<file path="config.mk">
export PLATFORM = sky130hd
export DESIGN_NAME = serial_to_parallel_sync_flat
export DESIGN_NICKNAME = d
export VERILOG_FILES = /design/src/rtl/serial_to_parallel_sync_if.sv /design/src/rtl/serial_to_parallel_sync.sv /design/src/flat_wrapper.sv
export SDC_FILE = /design/constraint.sdc
export NUM_CORES = 1
export LEC_CHECK = 0
export BUFFER_PORTS_ARGS = -buffer_cell sky130_fd_sc_hd__buf_2
export CORE_MARGIN = 10
export CORE_UTILIZATION = 55
export DETAILED_ROUTE_END_ITERATION = 16
export GPL_TIMING_DRIVEN = 0
export PLACE_DENSITY = 0.75
export SETUP_SLACK_MARGIN = 0.15
export SLEW_MARGIN = 25
export SYNTH_ARGS = -nofsm -noshare
export SYNTH_HDL_FRONTEND = slang
export SYNTH_SLANG_ARGS = --single-unit
</file>
<file path="constraint.sdc">
create_clock -name clk_32f -period 4.64 [get_ports clk_32f]
set_clock_uncertainty 0.15 [all_clocks]
set_input_delay 0 -clock clk_32f [delete_from_list [all_inputs] [get_ports clk_32f]]
set_output_delay 0 -clock clk_32f [all_outputs]
set_load 0.02 [all_outputs]
</file>
<file path="src/rtl/serial_to_parallel_sync_if.sv">
// Lane bundle between the serial receive pin and the byte un-striping logic.
// Latency: none (wires only).
// Backpressure: none; the downstream side samples valid_out/data_out each byte period.
//
// Signals:
//   data_in   serial bit into the deserializer, MSB of each byte first
//   data_out  last recovered non-COM byte
//   valid_out data_out is fresh for the current 8-cycle byte period
//   active    lane aligned and locked
interface serial_to_parallel_sync_if;
    logic       data_in;
    logic [7:0] data_out;
    logic       valid_out;
    logic       active;

    // master: the deserializer itself
    modport master (
        input  data_in,
        output data_out,
        output valid_out,
        output active
    );

    // slave: the side that feeds serial bits and consumes recovered bytes
    modport slave (
        output data_in,
        input  data_out,
        input  valid_out,
        input  active
    );
endinterface

</file>
<file path="src/rtl/serial_to_parallel_sync.sv">
// Serial-to-parallel receive deserializer: aligns on COM, locks after COM_THRESH COMs, emits non-COM bytes.
// Latency: a byte's outputs update on the edge that samples its last bit and hold for 8 edges.
// Backpressure: none; valid_out is a per-byte-period flag, the consumer must keep up with the lane.
//
// Ports:
//   clk_32f  bit clock, all logic on the rising edge
//   reset    synchronous active-low reset (0 = reset)
//   lane     master modport: data_in in, data_out/valid_out/active out
module serial_to_parallel_sync #(
    parameter logic [7:0]  COM        = 8'hBC,
    parameter int unsigned COM_THRESH = 4
) (
    input  logic                      clk_32f,
    input  logic                      reset,
    serial_to_parallel_sync_if.master lane
);

    localparam logic [1:0] ST_SEARCH  = 2'd0;
    localparam logic [1:0] ST_LOCKING = 2'd1;
    localparam logic [1:0] ST_ACTIVE  = 2'd2;

    localparam logic [3:0] THRESH = 4'(COM_THRESH);

    logic [7:0] shift_q,   shift_d;
    logic [2:0] bit_cnt_q, bit_cnt_d;
    logic [3:0] com_cnt_q, com_cnt_d;
    logic [1:0] state_q,   state_d;
    logic [7:0] data_q,    data_d;
    logic       valid_q,   valid_d;
    logic       active_q,  active_d;

    logic [7:0] shift_next;
    logic       is_com;
    logic       boundary;
    logic [3:0] com_cnt_inc;

    // shift_next already includes this edge's bit, so at a boundary it is the whole byte
    assign shift_next  = {shift_q[6:0], lane.data_in};
    assign is_com      = (shift_next == COM);
    assign boundary    = (bit_cnt_q == 3'd7);
    assign com_cnt_inc = com_cnt_q + 4'd1;

    always_comb begin
        shift_d   = shift_next;
        bit_cnt_d = bit_cnt_q;
        com_cnt_d = com_cnt_q;
        state_d   = state_q;
        data_d    = data_q;
        valid_d   = valid_q;
        active_d  = active_q;

        case (state_q)
            ST_SEARCH: begin
                // bit-by-bit hunt; the edge that completes COM defines byte phase
                bit_cnt_d = 3'd0;
                if (is_com) begin
                    com_cnt_d = 4'd1;
                    if (THRESH == 4'd1) begin
                        state_d  = ST_ACTIVE;
                        active_d = 1'b1;
                    end else begin
                        state_d = ST_LOCKING;
                    end
                end
            end

            ST_LOCKING: begin
                bit_cnt_d = bit_cnt_q + 3'd1;
                if (boundary) begin
                    if (is_com) begin
                        com_cnt_d = com_cnt_inc;
                        if (com_cnt_inc == THRESH) begin
                            state_d  = ST_ACTIVE;
                            active_d = 1'b1;
                        end
                    end else begin
                        // drop the byte; its bits stay in shift_q so the hunt can reuse them
                        state_d   = ST_SEARCH;
                        com_cnt_d = 4'd0;
                    end
                end
            end

            ST_ACTIVE: begin
                // no lock-loss detection: only reset leaves ACTIVE
                bit_cnt_d = bit_cnt_q + 3'd1;
                if (boundary) begin
                    if (is_com) begin
                        valid_d = 1'b0;
                    end else begin
                        data_d  = shift_next;
                        valid_d = 1'b1;
                    end
                end
            end

            default: begin
                state_d   = ST_SEARCH;
                bit_cnt_d = 3'd0;
                com_cnt_d = 4'd0;
            end
        endcase
    end

    always_ff @(posedge clk_32f) begin
        if (!reset) begin
            shift_q   <= 8'h00;
            bit_cnt_q <= 3'd0;
            com_cnt_q <= 4'd0;
            state_q   <= ST_SEARCH;
            data_q    <= 8'h00;
            valid_q   <= 1'b0;
            active_q  <= 1'b0;
        end else begin
            shift_q   <= shift_d;
            bit_cnt_q <= bit_cnt_d;
            com_cnt_q <= com_cnt_d;
            state_q   <= state_d;
            data_q    <= data_d;
            valid_q   <= valid_d;
            active_q  <= active_d;
        end
    end

    assign lane.data_out  = data_q;
    assign lane.valid_out = valid_q;
    assign lane.active    = active_q;

endmodule

</file>
<file path="src/flat_wrapper.sv">
// flat-port wrapper written by rule: the top's interface ports become plain ports
module serial_to_parallel_sync_flat 
#(
    parameter logic [7:0]  COM        = 8'hBC,
    parameter int unsigned COM_THRESH = 4
)
  (clk_32f, reset, lane_data_in, lane_data_out, lane_valid_out, lane_active);
  serial_to_parallel_sync_if lane_i ();
  input  logic clk_32f;
  input  logic reset;
  input wire logic [$bits(lane_i.data_in)-1:0] lane_data_in;
  output wire logic [$bits(lane_i.data_out)-1:0] lane_data_out;
  output wire logic [$bits(lane_i.valid_out)-1:0] lane_valid_out;
  output wire logic [$bits(lane_i.active)-1:0] lane_active;
  assign lane_i.data_in = lane_data_in;
  assign lane_data_out = lane_i.data_out;
  assign lane_valid_out = lane_i.valid_out;
  assign lane_active = lane_i.active;
  serial_to_parallel_sync #(.COM(COM), .COM_THRESH(COM_THRESH)) u_core (.clk_32f(clk_32f), .reset(reset), .lane(lane_i));
endmodule
</file>
# Word-level counts from Yosys, hierarchy flattened
# Index checks and enable logic that the tools add are counted.
dict set report totals {
  ff_bits 26
}
dict set report op_classes {
  addsub 2
  n_eq_ne 8
  n_mux 10
  bitwise 2
  reduce_logical 8
}
# cell count
set op_table {}
lappend op_table {{2-to-1 mux 4 bit} 3}
lappend op_table {{case mux 4 bit (3 select lines)} 1}
lappend op_table {{== test 8 bit, second input constant} 1}
lappend op_table {{2-to-1 mux 2 bit} 4}
lappend op_table {{AND reduction 4 bit} 2}
lappend op_table {{case mux 2 bit (3 select lines)} 1}
lappend op_table {{AND reduction 3 bit} 2}
lappend op_table {{adder 4 x 1 -> 4 bit, second input constant} 1}
lappend op_table {{== test 4 x 3 -> 1 bit, second input constant} 1}
lappend op_table {{inequality test 2 x 1 -> 1 bit, second input constant} 2}
lappend op_table {{AND reduction 2 bit} 2}
lappend op_table {{adder 3 x 1 -> 3 bit, second input constant} 1}
lappend op_table {{== test 3 bit, second input constant} 1}
lappend op_table {{inequality test 3 bit, second input constant} 1}
lappend op_table {{== test 2 x 1 -> 1 bit, second input constant} 1}
lappend op_table {{== test 2 bit, second input constant} 1}
lappend op_table {{logical NOT 2 bit} 1}
lappend op_table {{NOT 1 bit} 2}
lappend op_table {{OR reduction 2 bit} 1}
lappend op_table {{2-to-1 mux 1 bit} 1}

# Depth between registers and ports, before layout
# Gate-level depths: netlist (run 1).
dict set report depth {
  depth_word 6
  mapped_depth 7
  mapped_depth_nobuf 7
}

# Least setup slack after synthesis (run 1)
# OpenSTA, ideal clock, no wires.
dict set report synth_timing {
  path_type {register to register}
  from {register u_core.com_cnt_q[0]}
  to {register u_core.state_q[0]}
  setup_time_ps 133
  arrival_ps 1335
  required_ps 4357
  slack_ps 3022
  path_stages_with_launch 7
  path_cell_list {dfxtp_1 ha_1 nor2b_1 a211o_1 and3_1 o21ai_2 a211oi_2}
}
dict set report synth_between {
  elab_chain_cells 4
}
# element line
set synth_rtl {}
lappend synth_rtl {{start: declaration} serial_to_parallel_sync.sv:26} ;# logic [3:0] com_cnt_q, com_cnt_d;
lappend synth_rtl {{start signal: assignment} serial_to_parallel_sync.sv:117} ;# com_cnt_q <= com_cnt_d;
lappend synth_rtl {{adder 4 x 1 -> 4 bit} serial_to_parallel_sync.sv:41} ;# assign com_cnt_inc = com_cnt_q + 4'd1;
lappend synth_rtl {{== test 4 x 3 -> 1 bit} serial_to_parallel_sync.sv:72} ;# if (com_cnt_inc == THRESH) begin
lappend synth_rtl {{inequality test 3 bit (no source line)} --}
lappend synth_rtl {{AND reduction 4 bit (no source line)} --}
lappend synth_rtl {{end signal: assignment} serial_to_parallel_sync.sv:118} ;# state_q <= state_d;
lappend synth_rtl {{end: declaration} serial_to_parallel_sync.sv:27} ;# logic [1:0] state_q, state_d;
# No other way between the ends.
# A chain may end at the register's enable or synchronous reset.

# Worst setup path after layout (run 1)
# Same ends and word-level chain as after synthesis.

==> impl_metrics.yaml, run 1 <==
run_status:
  status: "complete, no violations"
global_routing:
  grt_pass1_vias: 765
  grt_usage: 0.1020
  grtUsageMet1: 0.1275
  top_usage_layer: "met2"
  globalRouteMet3Util: 0.03436
  grt_max_degree: 16
  antenna_found_initial: 0
  overflow: 0
  grt_pass1_wl_mm: 3.470
  met2_usage: 0.1552
setup_path:
  r2r_slack_ns: 2.76
  critical_path.top_delay_family: "simple AND/OR/NAND/NOR gates"
  r2r_end: "u_core.state_q[0]"
  worstPathRequired_ns: 4.74
  critPathLaunch: "u_core.com_cnt_q[0]"
  crit_fanout: 6
  startpoint_type: "register"
  cp_slowest_cell: "dfxtp_1"
  crit_chain: "ha_1 > nor2b_1 > a211o_1 > and3_1 > o21ai_2 > a211oi_2"
  endpoint_kind: "register"
  arrival_ns: 1.98
  crit_type: "register to register"
  path_buf_inv: 0
  critPathCapture: "u_core.state_q[0]"
  reg2regPathDepth: 6
  r2r_start: "u_core.com_cnt_q[0]"
  worst-path-stages: 6
  cpPeakStageDelay_ns: 0.44
logic_synthesis:
  synthesis.nets: 116
  syn_area_per_cell_um2: 10.28
  yosysUniqueCellTypes: 30
  ys_warn_count: 0
  ys_seq_area_frac: 0.4776
  synth_area_um2: 1090
  syn_inst: 106
  synth-seq-cells: 26
placed_design:
  routabilityCongestion: 0.8448
  io_buffers: 12
  placed_cells: 145
  place_area_um2: 1184
  place_hpwl_mm: 1.481
sta:
  min_period_over_period: 0.4050
  max_freq_mhz: 532.2
  tightest_slew_ns: 0.5104
  drv_slew: 0
  finalCriticalPeriod_ns: 1.879
  hold_ws_ns: 0.2745
  relSlewSlack: 0.6594
  setup_tns_ns: 0
  rsz0062_at_grt: "false"
  setup-violations-final: 0
  hold_violations: 0
floorplan:
  coreArea_um2: 1922
  die_y_um: 64.52
  dieArea_um2: 4162
  die_x_um: 64.52
  top_level_ports: 13
  initial_utilization: 0.5671
  rows: 16
cts:
  htree_levels: 1
  root_buffer: "clkbuf_4"
  ctsHoldBuffers: 2
  post_cts_buffers: 0
  cts_resized: 0
  cts.path.max_buffers: 2
  cts_tree: "built"
  cts_buffers: 3
  clkLatencyLatePin_ns: 0.32
  cts_sinks: 26
  clk_pin_slew_ns: 0.14
route:
  drc: 0
  via_per_inst: 5.238
  drt_iter0_markers: 22
  detail-route-antenna-nets: 0
  drt_pre_antenna_iters: 6
  wl_mm: 2.046
  wl_per_cell_um: 13.55
  via_count: 791
cells_and_area:
  stdcell_count: 151
  drive_above_1_share: 0.2339
  area_delta_synth_final_pct: 15.27
  final_net_count: 135
  nFillCells: 165
  fin_area_um2: 1256
  n_antenna_cell: 0
power:
  powerDensity_nw_per_um2: 308.9
  p_switching_mw: 0.07245
  seq_power_share: 0.582
  combPwrFrac: 0.023
  power_leakage_nw: 0.5411
  switching_share: 0.1867
  ir_drop_mv: 0.2248
  total_power_mw: 0.3880
  intPower_mw: 0.3156
  clockPowerShare: 0.395
worst_hold_path:
  hp-class: "register to register"
run:
  maxCapViolCount: 0
-- layer usage --
metal  routed length, um  part of all wire
met3                 103             0.050
met5                   0                 0
met2                 899              0.44
met1                1014              0.50
met4                  29             0.014
-- synthesized netlist by cell type (all sizes together) --
library cell | n | area (um2)
dfxtp | 26 | 520.5
nor2 | 11 | 43.80
and2 | 9 | 57.56
ha | 7 | 87.58
nand2 | 7 | 26.28
mux2i | 6 | 60.06
a21oi | 5 | 32.53
inv | 5 | 18.77
and3 | 4 | 25.02
o21ai | 4 | 23.77
nand3 | 3 | 15.01
o221a | 3 | 33.78
a211oi | 2 | 25.02
clkbuf | 2 | 7.510
nand2b | 2 | 20.02
nor2b | 2 | 12.51
a211o | 1 | 8.760
a21boi | 1 | 7.510
a31oi | 1 | 6.260
a32o | 1 | 10.01
nand4 | 1 | 6.260
nor3 | 1 | 5.000
nor4 | 1 | 21.27
o21a | 1 | 15.01
-- cells by family after synthesis --
family | share of synthesized area
buffers and inverters | 0.02411
muxes | 0.05511
AOI/OAI and AO/OA | 0.1492
DFF | 0.4776
and+or+nand+nor | 0.2136
adders and majority gates | 0.08036
-- power by group through the flow --
stage | Sequential [mW] | Combinational [mW] | Clock, mW
final | 0.226 | 0.00898 | 0.153
after global routing | 0.226 | 0.00988 | 0.162
after CTS | 0.226 | 0.00898 | 0.157
after detailed placement | 0.231 | 0.00766 | 0
after global placement | 0.231 | 0.00744 | 0
after floorplan | 0.230 | 0.00425 | 0
-- how the worst min path moves through the flow --
stage | startpoint | slack (ns) | to | cells after the start
global placement | lane_data_in | 0.13 | u_core.shift_q[0] | 2
floorplan | lane_data_in | -0.03 | u_core.shift_q[0] | 1
CTS | u_core.bit_cnt_q[0] | 0.28 | u_core.bit_cnt_q[0] | 1
global route | u_core.bit_cnt_q[0] | 0.30 | u_core.bit_cnt_q[0] | 1
detailed placement | lane_data_in | 0.13 | u_core.shift_q[0] | 2
finish | u_core.bit_cnt_q[0] | 0.27 | u_core.bit_cnt_q[0] | 1
-- layout make-up --
cell class                 instances  area, um2  area share
tap                               27      33.78     0.02689
sequential                        26      520.5      0.4143
clock inverter                     1      30.03     0.02390
buffer                             2      7.507    0.005976
inverter                           5      18.77     0.01494
clock buffer                       3      22.52     0.01793
timing repair buffer              14      80.08     0.06375
multi-input combinational         73      543.0      0.4323
-- flip-flops by register name, summed over array words and instances (netlist names) --
signal,cells
u_core.bit_cnt_q,3
u_core.com_cnt_q,4
u_core.lane.active,1
u_core.lane.data_out,8
u_core.lane.valid_out,1
u_core.shift_q,7
u_core.state_q,2
-- cells in the final DEF (no fill, tap or decap), drive strengths merged, types with 3 or more instances in the layout --
cell type	count
dfxtp	26
buf	12
nor2	11
and2	9
nand2	7
ha	7
mux2i	6
inv	5
a21oi	5
clkbuf	5
and3	4
o21ai	4
nand3	3
o221a	3
-- per-stage QoR --
step	setup WS (ns)	utilization
floorplan	3.022	-
detailed placement	2.782	0.6159
global placement	2.835	0.6159
finish	2.761	0.6536
CTS	2.771	0.6536
global route	2.642	0.6536
-- worst register-to-register path, stage by stage (launching register included) --
cell	delay [ns]
dfxtp_1	0.44
ha_1	0.27
nor2b_1	0.25
a211o_1	0.15
and3_1	0.25
o21ai_2	0.09
a211oi_2	0.22
Note: power is estimated with default switching activity, not from simulation.
==> run 2, diff against run 1 <==
--- a/config.mk
+++ b/config.mk
@@ -5,12 +5,13 @@
 export SDC_FILE = /design/constraint.sdc
 export NUM_CORES = 1
 export LEC_CHECK = 0
+export ABC_AREA = 1
 export BUFFER_PORTS_ARGS = -buffer_cell sky130_fd_sc_hd__buf_2
 export CORE_MARGIN = 10
 export CORE_UTILIZATION = 55
 export DETAILED_ROUTE_END_ITERATION = 16
 export GPL_TIMING_DRIVEN = 0
-export PLACE_DENSITY = 0.75
+export PLACE_DENSITY = 0.74
 export SETUP_SLACK_MARGIN = 0.15
 export SLEW_MARGIN = 25
 export SYNTH_ARGS = -nofsm -noshare
==> constraint.sdc (replaced) <==
create_clock -name clk_32f -period 1.75 [get_ports clk_32f]
set_clock_uncertainty 0.15 [all_clocks]
set_input_delay 0 -clock clk_32f [delete_from_list [all_inputs] [get_ports clk_32f]]
set_output_delay 0 -clock clk_32f [all_outputs]
set_load 0.02 [all_outputs]
==> impl_metrics.yaml, run 2 <==
logic_synthesis:
  syn_inst: 153
  synth_flop_cell: "dfxtp_1"
  syn_area_per_cell_um2: 7.785
  synth_area_um2: 1191
  synth_top_area_frac: 0.4370
  ys_warn_count: 0
  yosysUniqueCellTypes: 18
  synth.most_common_cell: "nand2_1"
  synthesis.nets: 163
  synth_edf_count: 0
  synth-seq-cells: 26
  synth_top_cell_by_area: "dfxtp_1"
  ys_seq_area_frac: 0.4370
  synthTopCellsByCount: "34 x nand2_1, 28 x inv_1, 26 x dfxtp_1"
  async_flop_share: 0
  ys_top_cells_by_area: "dfxtp_1 44%, nand2_1 11%, inv_1 8.8%"
cells_and_area:
  final_common_cell: "nand2_1"
  largest_reg_flops: 8
  seq_area_um2: 525.5
  multi_input_area_um2: 598.1
  n_antenna_cell: 0
  stdcell_count: 202
  nFillCells: 154
  final_cell_mix: "33 x nand2_1, 26 x inv_1, 22 x dfxtp_1"
  final_net_count: 186
  area_delta_synth_final_pct: 19.64
  drive_above_1_share: 0.2857
route:
  drt_iter0_markers: 64
  drc: 0
  wl_per_cell_um: 11.27
  wl_mm: 2.276
  via_count: 978
  detail-route-antenna-nets: 0
  via_per_inst: 4.842
  drt_pre_antenna_iters: 4
floorplan:
  die_x_um: 66.54
  dieArea_um2: 4427
  top_level_ports: 13
  coreArea_um2: 2002
  die_y_um: 66.54
  initial_utilization: 0.5950
  rows: 16
sta:
  relSlewSlack: 0.8444
  drv_slew: 0
  tightest_slew_ns: 0.2331
  finalCriticalPeriod_ns: 1.559
  setup_tns_ns: 0
  min_period_over_period: 0.8911
  rsz0062_at_grt: "true"
  max_freq_mhz: 641.3
  hold_violations: 0
  setup-violations-final: 0
run_status:
  status: "complete, no violations"
setup_path:
  endpoint_kind: "register"
  arrival_ns: 1.63
  crit_type: "register to register"
  crit_fanout: 7
  startpoint_type: "register"
  worstPathRequired_ns: 1.82
power:
  ir_drop_mv: 0.7123
  clockPowerShare: 0.223
  p_switching_mw: 0.3862
  intPower_mw: 0.9083
  switching_share: 0.2983
  power_leakage_nw: 0.6529
  seq_power_share: 0.527
  combPwrFrac: 0.250
  powerDensity_nw_per_um2: 908.3
global_routing:
  overflow: 0
  grt_max_degree: 15
  grtUsageMet1: 0.1322
  top_usage_layer: "met2"
  grt_usage: 0.1132
  grt_pass1_vias: 915
  met2_usage: 0.1902
  antenna_found_initial: 0
  globalRouteMet3Util: 0.04013
  grt_pass1_wl_mm: 4.008
placed_design:
  placed_cells: 192
  io_buffers: 12
  place_hpwl_mm: 1.762
  routabilityCongestion: 0.7265
cts:
  cts_sinks: 26
  cts.path.max_buffers: 2
  cts_tree: "built"
  htree_levels: 1
  cts_buffers: 3
  clk_pin_slew_ns: 0.13
  clkLatencyLatePin_ns: 0.31
  root_buffer: "clkbuf_4"
worst_hold_path:
  hp-class: "register to register"
run:
  maxCapViolCount: 0
[run 2: layout make-up]
type	instances	share of cell area
multi-input cells	98	0.4197
flip-flops and latches	26	0.3687
repair buffers	18	0.07902
inverters	28	0.07375
clock buffers	4	0.02546
well taps	27	0.02370
plain buffers	1	0.009658
[run 2: cell families after synthesis]
| kind of cell | share of synthesized area |
|---|---|
| flops | 0.4370 |
| buf+inv | 0.09979 |
| compound gates | 0.09244 |
| simple gates | 0.2973 |
| fa+ha+maj | 0.07353 |
[run 2: critical path, cell delays in order, from the launching register on]
cell and delay, ns:
dfxtp_2 0.37, ha_4 0.14, ha_4 0.13, inv_2 0.04
a21oi_4 0.15, nand3_2 0.12, nand2_4 0.12, nand2_1 0.07
nand2_2 0.11, nor2_1 0.06
[run 2: power by group through the flow]
| stage | clock (mW) | sequential (mW) | combinational (mW) |
|---|---|---|---|
| after floorplan | 0 | 0.674 | 0.218 |
| after global placement | 0 | 0.680 | 0.250 |
| after detailed placement | 0 | 0.683 | 0.265 |
| after CTS | 0.304 | 0.678 | 0.298 |
| after global routing | 0.320 | 0.689 | 0.369 |
| final | 0.289 | 0.682 | 0.323 |
[run 2: path summary, 6_finish.rpt]
check	from	endpoint	slack, ns	cells past startpoint
setup / recovery	u_core.bit_cnt_q[0]	u_core.com_cnt_q[3]	0.19	9
hold / removal	u_core.bit_cnt_q[0]	u_core.bit_cnt_q[0]	0.29	1
setup reg to reg	u_core.bit_cnt_q[0]	u_core.com_cnt_q[3]	0.19	9
hold reg to reg	u_core.bit_cnt_q[0]	u_core.bit_cnt_q[0]	0.29	1
[run 2: repair_timing]
| item | in CTS | in global routing |
|---|---|---|
| pin swaps | 6 | 4 |
| hold buffers | 3 | 0 |
| hold endpoints to repair | 24 | 0 |
| setup buffers | 2 | 1 |
| resized for setup | 7 | 8 |
| endpoints found under the setup margin | 7 | 14 |
[run 2: routing by layer]
metal / part of all wire / routed length, um / vias to the layer above
li1: - / - / 515
met1: 0.46 / 1042 / 442
met2: 0.47 / 1062 / 19
met3: 0.068 / 154 / 2
met4: 0.0075 / 17 / 0
met5: 0 / 0 / -
[run 2: through the flow]
stage | setup slack, ns | hold slack (ns) | instance area (um2) | total power, mW | util
2_1_floorplan | 0.2445 | -0.05655 | 1191 | 0.8920 | -
6_report | 0.1906 | 0.2924 | 1425 | 1.294 | 0.7119
5_1_grt | 0.1164 | 0.3098 | 1425 | 1.379 | 0.7119
3_5_place_dp | 0.05231 | 0.08491 | 1285 | 0.9474 | 0.6419
4_1_cts | 0.1507 | 0.2956 | 1396 | 1.280 | 0.6975
3_3_place_gp | 0.1353 | 0.07161 | 1285 | 0.9294 | 0.6419
